File: src/rtl/imm_pack_pkg.sv
// Shared types and constants for the immediate packer (inverse of the execute-side extender).
package imm_pack_pkg;

  localparam int unsigned IMM_W   = 32;
  localparam int unsigned FIELD_W = 22;
  localparam int unsigned UIMM_W  = 10;
  localparam int unsigned CNT_W   = 16;
  // Highest extended-immediate bit a branch field can carry (word offset, sign bit)
  localparam int unsigned BR_HI   = FIELD_W + 1;

  typedef enum logic [1:0] {
    IMM_DP    = 2'b00,
    IMM_MEM   = 2'b01,
    IMM_BR    = 2'b10,
    IMM_UNDEF = 2'b11
  } imm_src_e;

  typedef struct packed {
    logic [IMM_W-1:0]   imm;
    imm_src_e           src;
    logic [FIELD_W-1:0] base;
    logic               err;
  } stage_t;

  // True when re-extending the packed field would not reproduce imm exactly
  function automatic logic imm_range_err(input imm_src_e src, input logic [IMM_W-1:0] imm);
    logic err;
    err = 1'b1;
    case (src)
      IMM_DP, IMM_MEM: err = |imm[IMM_W-1:UIMM_W];
      IMM_BR:          err = (|imm[1:0]) ||
                             (imm[IMM_W-1:BR_HI+1] != {(IMM_W-BR_HI-1){imm[BR_HI]}});
      default:         err = 1'b1;
    endcase
    return err;
  endfunction

endpackage

File: src/rtl/imm_pack_if.sv
// Request/result bus of the immediate packer.
interface imm_pack_if import imm_pack_pkg::*; ();

  logic               in_valid;
  logic               in_ready;
  logic [IMM_W-1:0]   in_imm;
  imm_src_e           in_src;
  logic [FIELD_W-1:0] in_base;
  logic               out_valid;
  logic               out_ready;
  logic [FIELD_W-1:0] out_field;
  logic               out_err;
  logic               err_sticky;
  logic [CNT_W-1:0]   err_count;

  modport master (
    output in_valid, in_imm, in_src, in_base, out_ready,
    input  in_ready, out_valid, out_field, out_err, err_sticky, err_count
  );

  modport slave (
    input  in_valid, in_imm, in_src, in_base, out_ready,
    output in_ready, out_valid, out_field, out_err, err_sticky, err_count
  );

endinterface

File: src/rtl/imm_pack_check.sv
// Combinational pack + representability check: (src, imm, base) -> (field, err).
module imm_pack_check
  import imm_pack_pkg::*;
(
  input  imm_src_e           src_i,
  input  logic [IMM_W-1:0]   imm_i,
  input  logic [FIELD_W-1:0] base_i,
  output logic [FIELD_W-1:0] field_c_o,
  output logic               err_c_o
);

  // Select which immediate bits land in the field; undefined source passes base through
  always_comb begin
    field_c_o = base_i;
    case (src_i)
      IMM_DP, IMM_MEM: field_c_o = {base_i[FIELD_W-1:UIMM_W], imm_i[UIMM_W-1:0]};
      IMM_BR:          field_c_o = imm_i[BR_HI:2];
      default:         field_c_o = base_i;
    endcase
    err_c_o = imm_range_err(src_i, imm_i);
  end

endmodule

File: src/rtl/imm_pack.sv
// Two-stage valid/ready immediate packer.
// Optional error counter enabled by defining IMM_PACK_ERRCNT_EN.
module imm_pack
  import imm_pack_pkg::*;
(
  input  logic      clk,
  input  logic      rst_n,
  imm_pack_if.slave bus
);

  logic               s1_valid_q, s1_valid_d;
  stage_t             s1_q, s1_d;
  logic               out_valid_q, out_valid_d;
  logic [FIELD_W-1:0] field_q, field_d;
  logic               err_q, err_d;
  logic               sticky_q, sticky_d;
  logic               s2_adv_c, s1_adv_c, in_hs_c, out_hs_c;
  logic [FIELD_W-1:0] chk_field_c;
  logic               chk_err_c;

  // Stall chain: a stage advances when its downstream slot is empty or draining
  always_comb begin
    s2_adv_c = !out_valid_q || bus.out_ready;
    s1_adv_c = !s1_valid_q || s2_adv_c;
    in_hs_c  = bus.in_valid && s1_adv_c;
    out_hs_c = out_valid_q && bus.out_ready;
  end

  assign bus.in_ready   = s1_adv_c;
  assign bus.out_valid  = out_valid_q;
  assign bus.out_field  = field_q;
  assign bus.out_err    = err_q;
  assign bus.err_sticky = sticky_q;

  imm_pack_check u_check (
    .src_i     (s1_q.src),
    .imm_i     (s1_q.imm),
    .base_i    (s1_q.base),
    .field_c_o (chk_field_c),
    .err_c_o   (chk_err_c)
  );

  // Next-state for both pipeline stages and the sticky error flag
  always_comb begin
    s1_valid_d  = s1_valid_q;
    s1_d        = s1_q;
    out_valid_d = out_valid_q;
    field_d     = field_q;
    err_d       = err_q;
    sticky_d    = sticky_q;
    if (s1_adv_c) begin
      s1_valid_d = bus.in_valid;
    end
    if (in_hs_c) begin
      s1_d.imm  = bus.in_imm;
      s1_d.src  = bus.in_src;
      s1_d.base = bus.in_base;
      s1_d.err  = imm_range_err(bus.in_src, bus.in_imm);
    end
    if (s2_adv_c) begin
      out_valid_d = s1_valid_q;
    end
    if (s1_valid_q && s2_adv_c) begin
      field_d = chk_field_c;
      err_d   = s1_q.err;
    end
    if (out_hs_c && err_q) begin
      sticky_d = 1'b1;
    end
  end

  // Pipeline and flag registers
  always_ff @(posedge clk or negedge rst_n) begin
    if (!rst_n) begin
      s1_valid_q  <= 1'b0;
      s1_q        <= '0;
      out_valid_q <= 1'b0;
      field_q     <= '0;
      err_q       <= 1'b0;
      sticky_q    <= 1'b0;
    end else begin
      s1_valid_q  <= s1_valid_d;
      s1_q        <= s1_d;
      out_valid_q <= out_valid_d;
      field_q     <= field_d;
      err_q       <= err_d;
      sticky_q    <= sticky_d;
    end
  end

  // The flag captured from the raw inputs must agree with the packer's own check
  always_ff @(posedge clk) begin
    if (rst_n && s1_valid_q) begin
      a_err_consistent: assert (chk_err_c == s1_q.err);
    end
  end

`ifdef IMM_PACK_ERRCNT_EN
  logic [CNT_W-1:0] cnt_q, cnt_d;

  // Saturating count of erroneous result handshakes
  always_comb begin
    cnt_d = cnt_q;
    if (out_hs_c && err_q && (cnt_q != {CNT_W{1'b1}})) begin
      cnt_d = cnt_q + CNT_W'(1);
    end
  end

  // Counter register
  always_ff @(posedge clk or negedge rst_n) begin
    if (!rst_n) begin
      cnt_q <= '0;
    end else begin
      cnt_q <= cnt_d;
    end
  end

  assign bus.err_count = cnt_q;
`else
  assign bus.err_count = '0;
`endif

endmodule

File: src/flat_wrapper.sv
// flat-port wrapper written by rule: the top's interface ports become plain ports
module imm_pack_flat import imm_pack_pkg::*;
  (clk, rst_n, bus_in_valid, bus_in_imm, bus_in_src, bus_in_base, bus_out_ready, bus_in_ready, bus_out_valid, bus_out_field, bus_out_err, bus_err_sticky, bus_err_count);
  imm_pack_if bus_i ();
  input  logic clk;
  input  logic rst_n;
  input wire logic [$bits(bus_i.in_valid)-1:0] bus_in_valid;
  input wire logic [$bits(bus_i.in_imm)-1:0] bus_in_imm;
  input wire logic [$bits(bus_i.in_src)-1:0] bus_in_src;
  input wire logic [$bits(bus_i.in_base)-1:0] bus_in_base;
  input wire logic [$bits(bus_i.out_ready)-1:0] bus_out_ready;
  output wire logic [$bits(bus_i.in_ready)-1:0] bus_in_ready;
  output wire logic [$bits(bus_i.out_valid)-1:0] bus_out_valid;
  output wire logic [$bits(bus_i.out_field)-1:0] bus_out_field;
  output wire logic [$bits(bus_i.out_err)-1:0] bus_out_err;
  output wire logic [$bits(bus_i.err_sticky)-1:0] bus_err_sticky;
  output wire logic [$bits(bus_i.err_count)-1:0] bus_err_count;
  assign bus_i.in_valid = bus_in_valid;
  assign bus_i.in_imm = bus_in_imm;
  assign bus_i.in_src = bus_in_src;
  assign bus_i.in_base = bus_in_base;
  assign bus_i.out_ready = bus_out_ready;
  assign bus_in_ready = bus_i.in_ready;
  assign bus_out_valid = bus_i.out_valid;
  assign bus_out_field = bus_i.out_field;
  assign bus_out_err = bus_i.out_err;
  assign bus_err_sticky = bus_i.err_sticky;
  assign bus_err_count = bus_i.err_count;
  imm_pack u_core (.clk(clk), .rst_n(rst_n), .bus(bus_i));
endmodule
File: config.mk
export PLATFORM = sky130hd
export DESIGN_NAME = imm_pack_flat
export DESIGN_NICKNAME = d
export VERILOG_FILES = /design/src/rtl/imm_pack_pkg.sv /design/src/rtl/imm_pack_if.sv /design/src/rtl/imm_pack_check.sv /design/src/rtl/imm_pack.sv /design/src/flat_wrapper.sv
export SDC_FILE = /design/constraint.sdc
export NUM_CORES = 1
export LEC_CHECK = 0
export CAP_MARGIN = 30
export CORE_MARGIN = 5
export CORE_UTILIZATION = 25
export DETAILED_ROUTE_END_ITERATION = 8
export MAX_ROUTING_LAYER = met4
export SLEW_MARGIN = 30
export SYNTH_ARGS = -nofsm -noshare
export SYNTH_HDL_FRONTEND = slang
export SYNTH_SLANG_ARGS = --single-unit
File: constraint.sdc
create_clock -name clk -period 1.3 [get_ports clk]
set_input_delay 0.13 -clock clk [delete_from_list [all_inputs] [get_ports clk]]
set_output_delay 0.13 -clock clk [all_outputs]
set_load 0.1 [all_outputs]
# == Word-level counts from Yosys, hierarchy flattened ==
# Index checks and enable logic that the tools add are counted.
# totals
regBits,75
input_bits,60
out_inout_bits,42
wordCells,31
# op_classes
n_eq_ne,5
mux,2
reduce_logical,15
# ops
operator,count
$pmux 22 s2,1
$reduce_or 22->1,1
$ne 8x8->1,1
$reduce_or 2->1,3
$eq 2x1->1 const B,2
$eq 2x2->1 const B,2
$logic_and 1x1->1,4
$logic_not 2->1,2
$logic_or 1x1->1,3
$logic_not 1->1,2
$pmux 1 s2,1

# == Logic depth before layout (Yosys ltp) ==
# Gate-level depths: netlist of run 1.
# depth
ltp_word,4
mapped_depth,5
ltp_nobuf,4

# == Hierarchy ==
# From an unflattened synthesis of run 1, not the netlist that was laid out.
# unflattened
hier_cells,276
area_unflattened_um2,3776.1
# by_module_without_submodules
mod,instances,cells_per_inst,area_each_um2,seq_area_each_um2
imm_pack,1,210,3303.2,2077.0
imm_pack_check,1,66,473.0,0.0

# == Least setup slack after synthesis of run 1 ==
# OpenSTA, ideal clock, no wires.
# synth_path
path_kind,reg2reg
from,reg u_core.out_valid_q (netlist: u_core.bus.out_valid)
to,reg u_core.s1_q[10] in the netlist's numbering
arrival_time_ns,2.957
required_ns,1.175
slack_ns,-1.782
path_stages_with_launch,5
period_less_slack_ns,3.082
path_cell_list,dfrtp_1 nand3b_1 nand2_1 buf_2 mux2_2
# synth_via
elab_chain_cells,4
# synth_lines
item,line_no,source
from (decl),imm_pack.sv:13,"logic out_valid_q, out_valid_d;"
from (signal assigned),imm_pack.sv:84,out_valid_q <= out_valid_d;
$logic_not 1->1,imm_pack.sv:23,s2_adv_c = !out_valid_q || bus.out_ready;
$logic_or 1x1->1,imm_pack.sv:23,
$logic_or 1x1->1,imm_pack.sv:24,s1_adv_c = !s1_valid_q || s2_adv_c;
named net bus_in_ready,flat_wrapper.sv:12,output wire logic [$bits(bus_i.in_ready)-1:0] bus_in_ready;
$logic_and 1x1->1,imm_pack.sv:25,in_hs_c = bus.in_valid && s1_adv_c;
to (signal assigned),imm_pack.sv:76,s1_q <= '0;
to (signal assigned),imm_pack.sv:83,s1_q <= s1_d;
to (decl),imm_pack.sv:12,"stage_t s1_q, s1_d;"
# The timed path passes the listed nets, and every way through them passes these cells.
# A chain may end at the register's enable or synchronous reset.

# == Worst setup path after layout of run 1 ==
# layout_path
from,reg u_core.out_valid_q (netlist: u_core.bus.out_valid)
to,out bus_in_ready
# layout_via
elab_chain_cells,3
# layout_lines
item,line_no
$logic_not 1->1,imm_pack.sv:23
$logic_or 1x1->1,imm_pack.sv:23
$logic_or 1x1->1,imm_pack.sv:24
to (decl),flat_wrapper.sv:12
# Every way passes these cells.

==> run_results.csv, run 1 <==
group,metric,value,unit
run_status,outcome,"complete, but fails checks",
run_status,violations,"negative setup slack",
floorplan,ioPinCount,102,
critical_path,rr_startpoint,"u_core.bus.out_valid",
critical_path,cp.arrival,1.25,ns
sta,timing.final.crit_share,106,%
route,drtPass1Iterations,4,
synthesis,synth_edf_count,0,
route,drc_errors,0,
route,avgRoutedWirePerCell,14.7,um
clock_tree,numCtsBuffers,9,
finish,fin_area,5170,um2
sta,final-setup-viol-count,47,
placed_design,port-buffer-count,85,
global_routing,first_global_vias,2524,
global_routing,grt_max_degree,30,
finish,drive_gt1_share,33.0,%
synthesis,synth_area,3280,um2
synthesis,synth-async-reset-ratio,100,%
critical_path,worst-path-max-fanout,2,
floorplan,core_area,12700,um2
clock_tree,root_buffer,"clkbuf_16",
critical_path,start_kind,"register",
synthesis,yosys_warnings,0,
clock_tree,cts_setup_buffers,0,
power_and_ir_drop,power_frac_comb,40.1,%
floorplan,initial_core_util,25.8,%
critical_path,path_class,"reg2out",
synthesis,ys.flop_type,"dfrtp_1",
clock_tree,htree_levels,3,
sta,fin_crit,1.38,ns
sta,fin_skew,0.00363,ns
critical_path,r2r_slack,-0.07,ns
global_routing,grt_antenna_before_repair,0,
global_routing,grt_first_pass_wirelength,13200,um
sta,slew_viol_final,0,
global_routing,track_usage,10.9,%
finish,area_growth,57.8,%
synthesis,post_synth.cell_area_avg,12.4,um2
route,drtIter0Drc,91,
power_and_ir_drop,p_leak,2.31,nW
hold_path,worstHoldStart,"bus_in_imm[17]",
route,drt_wl_total,8130,um
finish,final_util,40.7,%
critical_path,startpoint,"u_core.bus.out_valid",
power_and_ir_drop,seqPwrFrac,33.8,%
global_routing,met3_usage,1.89,%
finish,final_nets,434,
sta,timing.final.ws_setup,-0.0815,ns
sta,rsz0062_at_grt,"yes",
global_routing,grt_use_met2,18.6,%
global_routing,top_usage_layer,"met2",
finish,fillers,1219,
floorplan,dieWidth,125,um
global_routing,grtUsageMet1,12.6,%
critical_path,worst_ep_required_time,1.17,ns
placed_design,gp_congestion,0.758,
floorplan,die_h,125,um
floorplan,die_area,15500,um2
finish,diodes,0,
global_routing,overflow,0,
clock_tree,cts_sinks,75,
power_and_ir_drop,max-vdd-ir-drop,1.03,mV
critical_path,end_kind,"output pin",
route,vias,2336,
power_and_ir_drop,p_int,0.00569,W
clock_tree,cts.clk_slew.worst_paths,0.05,ns
hold_path,hold_class,"in2reg",
sta,fmax,724,MHz
route,antenna_left,0,
sta,finalHoldViolCount,0,
floorplan,row_count,41,
power_and_ir_drop,power_frac_clock,26.0,%
clock_tree,cts_tree,"built",
power_and_ir_drop,swShare,37.7,%
sta,holdWs,0.0972,ns
run,maxCapViolCount,0,
clock_tree,clock_path_buffers,2,
power_and_ir_drop,powerDensity,1770,nW/um2
synthesis,synth-seq-cells,75,
synthesis,ys_seq_area_share,57.3,%
power_and_ir_drop,switchingPower,0.00345,W
clock_tree,insertion_delay,0.33,ns
synthesis,ys_types,24,
synthesis,syn_inst,264,
placed_design,dpl_cell_area,4800,um2
placed_design,dpl.hpwl,6070,um
route,viasPerCell,4.24,
[metal layers]
layer	up-vias	part of all wire [%]
met4	0	2.1
li1	1121	-
met1	1148	43
met2	57	52
met5	-	0
met3	10	3.1
[layout by cell type, fill, tap and decap left out, types with 3 or more instances in the layout]
cell,Yosys,final
mux2_2,49,49
nor4_1,3,3
clkbuf_16,0,10
nand2_1,34,32
clkbuf_8,0,4
dlymetal6s2s_1,0,3
dfrtp_1,75,74
o21ai_0,32,30
conb_1,1,16
buf_4,16,16
buf_12,0,35
nand2b_1,4,3
clkdlybuf4s50_1,0,55
mux2i_1,24,24
[worst max-delay path, stage by stage (launching register included)]
cell and delay (ns):
dfrtp_4 0.46, nand3b_1 0.17, buf_6 0.13, buf_12 0.16
[registers in the layout, indices dropped and copies added, names as in the netlist]
register / count
u_core.bus.err_sticky: 1
u_core.bus.out_field: 22
u_core.bus.out_valid: 1
u_core.s1_valid_q: 1
u_core.s1_q: 49
u_core.bus.out_err: 1
[through the flow]
step	cells	worst slack, ns	setup TNS, ns	total power (W)
after floorplan	279	-1.17	-58.42	0.00530
after CTS	550	-0.104	-3.03	0.00924
final	551	-0.0815	-2.19	0.00915
after global routing	551	-0.148	-5.76	0.00955
after global placement	533	-0.474	-17.44	0.00676
after detailed placement	533	-0.489	-18.51	0.00682
[layout make-up]
type | instances | area (um2) | share of cell area [%]
clock buffers | 15 | 288 | 5.56
clock inverters | 1 | 5.00 | 0.0968
multi-input cells | 175 | 1320 | 25.5
flip-flops and latches | 75 | 1880 | 36.4
well taps | 172 | 215 | 4.16
repair buffers | 113 | 1470 | 28.4
[final timing paths]
check,endpoint,depth (start not counted)
min reg2reg,u_core.s1_q[14],1
max reg2reg,u_core.s1_q[29],4
min in group asynchronous,u_core.bus.out_field[17],2
max in group asynchronous,u_core.bus.out_field[3],3
max,bus_in_ready,3
min,u_core.s1_q[42],2
[cells in the mapped netlist, types with 2 or more instances]
cell	instances	area (um2)
dfrtp_1	75	1880
mux2_2	49	552
nand2_1	34	128
o21ai_0	32	160
mux2i_1	24	240
buf_4	16	120
buf_2	7	35.0
clkbuf_1	5	18.8
nand2b_1	4	25.0
nor4_1	3	18.8
nand3b_1	2	15.0
[timing repair]
item,4_1_cts,5_1_grt
endpoints found under the setup margin,50,72
hold buffers,1,0
gates cloned,0,1
hold endpoints to repair,23,0
resized for setup,4,9
pin swaps,1,5
[logic make-up after synthesis]
| kind of cell | after synthesis | share of synthesized area, % |
|---|---|---|
| other | 1 | 0.114 |
| AO/OA/AOI/OAI | 35 | 5.61 |
| AND/OR/NAND/NOR | 51 | 7.44 |
| buffers and inverters | 29 | 5.42 |
| multiplexers | 73 | 24.2 |
| flip-flops | 75 | 57.3 |
[power groups by stage]
stage	logic [W]	registers (W)	clock network, W
after global placement	0.00363	0.00313	0
final	0.00367	0.00310	0.00238
after detailed placement	0.00367	0.00314	0
after floorplan	0.000927	0.00438	0
after CTS	0.00369	0.00311	0.00245
after global routing	0.00385	0.00316	0.00254
No activity file was read; power rests on OpenSTA's default activity.
==> run 2, diff against run 1 <==
Settings changed: SETUP_SLACK_MARGIN set to 0.15.
==> run 2 against run 1 <==
Against the previous run: the flow still finishes with violations (negative setup slack); wire length rose by 1.8%; first-iteration DRC count is 15% higher; via count grew 1.8%; non-clock buffer count unchanged; sequential share of layout area decreased by 0.67 points; clock power grew 19%; total power is 6.1% higher; sequential power barely moved; critical path type is now in2reg.
==> run_results.csv, run 2 (synthesis gave the netlist of run 1 again) <==
group,metric,value,unit
critical_path,cp_slowest_cell,"or4_1",
run,maxCapViolCount,0,
clock_tree,cts_sinks,75,
power_and_ir_drop,p_leak,2.33,nW
finish,drive_gt1_share,35.1,%
run_status,violations,"negative setup slack",
critical_path,start_kind,"input pin",
clock_tree,root_buffer,"clkbuf_16",
critical_path,worst_ep_required_time,1.52,ns
global_routing,grt_use_met2,18.5,%
sta,finalHoldViolCount,0,
power_and_ir_drop,swShare,36.4,%
finish,mostFrequentLayoutCells,"dfrtp_1, clkdlybuf4s50_1, mux2_2",
power_and_ir_drop,switchingPower,0.00353,W
power_and_ir_drop,power_frac_comb,38.8,%
critical_path,cpPeakStageDelay,0.60,ns
finish,largest_register_ffs,49,
floorplan,die_area,15500,um2
placed_design,gp_congestion,0.773,
critical_path,worst-path-max-fanout,2,
placed_design,place_ws,-0.490,ns
route,drc_errors,0,
global_routing,grt_first_pass_wirelength,13400,um
placed_design,dpl_cell_area,4740,um2
global_routing,track_usage,11.3,%
sta,timing.final.crit_share,108,%
finish,final_common_cell,"dfrtp_1",
floorplan,ioPinCount,102,
global_routing,top_usage_layer,"met2",
route,drt_wl_total,8280,um
sta,fin_skew,0.00240,ns
hold_path,hold_class,"in2async",
sta,fmax,715,MHz
route,vias,2378,
floorplan,die_h,125,um
finish,largest_register,"u_core.s1_q",
sta,holdWs,0.265,ns
critical_path,path_class,"in2reg",
floorplan,core_area,12700,um2
global_routing,grtUsageMet1,13.5,%
power_and_ir_drop,max-vdd-ir-drop,0.957,mV
sta,fin_crit,1.40,ns
route,viasPerCell,4.32,
critical_path,end_kind,"register",
sta,rsz0062_at_grt,"yes",
sta,slew_viol_final,0,
finish,area_growth,61.0,%
placed_design,dpl.hpwl,5910,um
floorplan,dieWidth,125,um
power_and_ir_drop,seqPwrFrac,31.9,%
finish,diodes,0,
power_and_ir_drop,p_int,0.00618,W
placed_design,port-buffer-count,85,
global_routing,met3_usage,2.96,%
global_routing,grt_antenna_before_repair,0,
clock_tree,htree_levels,3,
sta,final-setup-viol-count,66,
finish,fin_area,5280,um2
critical_path,cp.arrival,1.62,ns
global_routing,first_global_vias,2502,
critical_path,crit_chain,"clkdlybuf4s50_1 > or4_1 > nor3_4 > a31oi_1 > a22o_1",
finish,fillers,1243,
sta,tns,-2.01,ns
run_status,outcome,"complete, but fails checks",
clock_tree,cts_tree,"built",
clock_tree,insertion_delay,0.33,ns
route,antenna_left,0,
finish,final_nets,434,
route,avgRoutedWirePerCell,15.0,um
route,drtIter0Drc,105,
clock_tree,numCtsBuffers,9,
global_routing,overflow,0,
critical_path,critPathTopFamily,"simple AND/OR/NAND/NOR gates",
power_and_ir_drop,powerDensity,1840,nW/um2
clock_tree,clock_path_buffers,2,
sta,timing.final.ws_setup,-0.0978,ns
global_routing,grt_max_degree,42,
floorplan,initial_core_util,25.8,%
critical_path,cp_num_buf_inv,1,
power_and_ir_drop,power_frac_clock,29.2,%
route,drtPass1Iterations,4,
clock_tree,cts.clk_slew.worst_paths,0.06,ns
floorplan,row_count,41,
-- run 2: cell type report --
class,count,area [um2],share of cell area (%)
Sequential cell,75,1880,35.7
Multi-Input combinational cell,175,1340,25.4
Clock inverter,5,100,1.90
Tap cell,172,215,4.08
Timing Repair Buffer,113,1500,28.3
Clock buffer,11,243,4.60
-- run 2: worst paths after layout --
path,start,endpoint,slack (ns),cells past startpoint
max reg2reg,u_core.bus.out_valid,u_core.s1_q[39],-0.05,4
max,bus_in_imm[13],u_core.s1_q[0],-0.1,5
min in group clk,bus_in_base[15],u_core.s1_q[16],0.41,2
min,rst_n,u_core.bus.out_field[17],0.27,2
min reg2reg,u_core.s1_q[26],u_core.s1_q[26],0.50,1
max in group asynchronous,rst_n,u_core.bus.out_field[16],0.47,3
-- run 2: per-stage QoR --
step                      instances  utilization (%)  total power, W
after floorplan                 279                -         0.00530
after global placement          528             37.2         0.00673
after detailed placement        528             37.2         0.00678
after CTS                       548             41.1         0.00979
after global routing            551             41.5          0.0101
final                           551             41.5         0.00970
-- run 2: layer usage --
layer	wire length (um)	vias to the layer above	share of wire (%)
li1	-	1122	-
met1	3570	1185	43
met5	0	-	0
met4	139	0	1.7
met2	4240	58	51
met3	325	13	3.9
-- run 2: what timing repair did --
item | in CTS | in global routing
endpoints found under the setup margin | 74 | 74
resized for setup | 19 | 10
hold buffers | 1 | 0
pin swaps | 2 | 0
cloned | 3 | 0
buffers inserted | 0 | 3
hold endpoints to repair | 25 | 0
-- run 2: power groups by stage --
stage / Sequential (W) / Combinational (W) / Clock, W
after floorplan: 0.00438 / 0.000927 / 0
after global placement: 0.00312 / 0.00361 / 0
after detailed placement: 0.00314 / 0.00364 / 0
after CTS: 0.00310 / 0.00377 / 0.00292
after global routing: 0.00315 / 0.00393 / 0.00303
final: 0.00310 / 0.00377 / 0.00284
==> run 3, diff against run 2 <==
Settings changed: GPL_ROUTABILITY_DRIVEN set to 0.
==> results of run 3 <==
No change in the layout: final DEF, timing and power equal those of run 2.
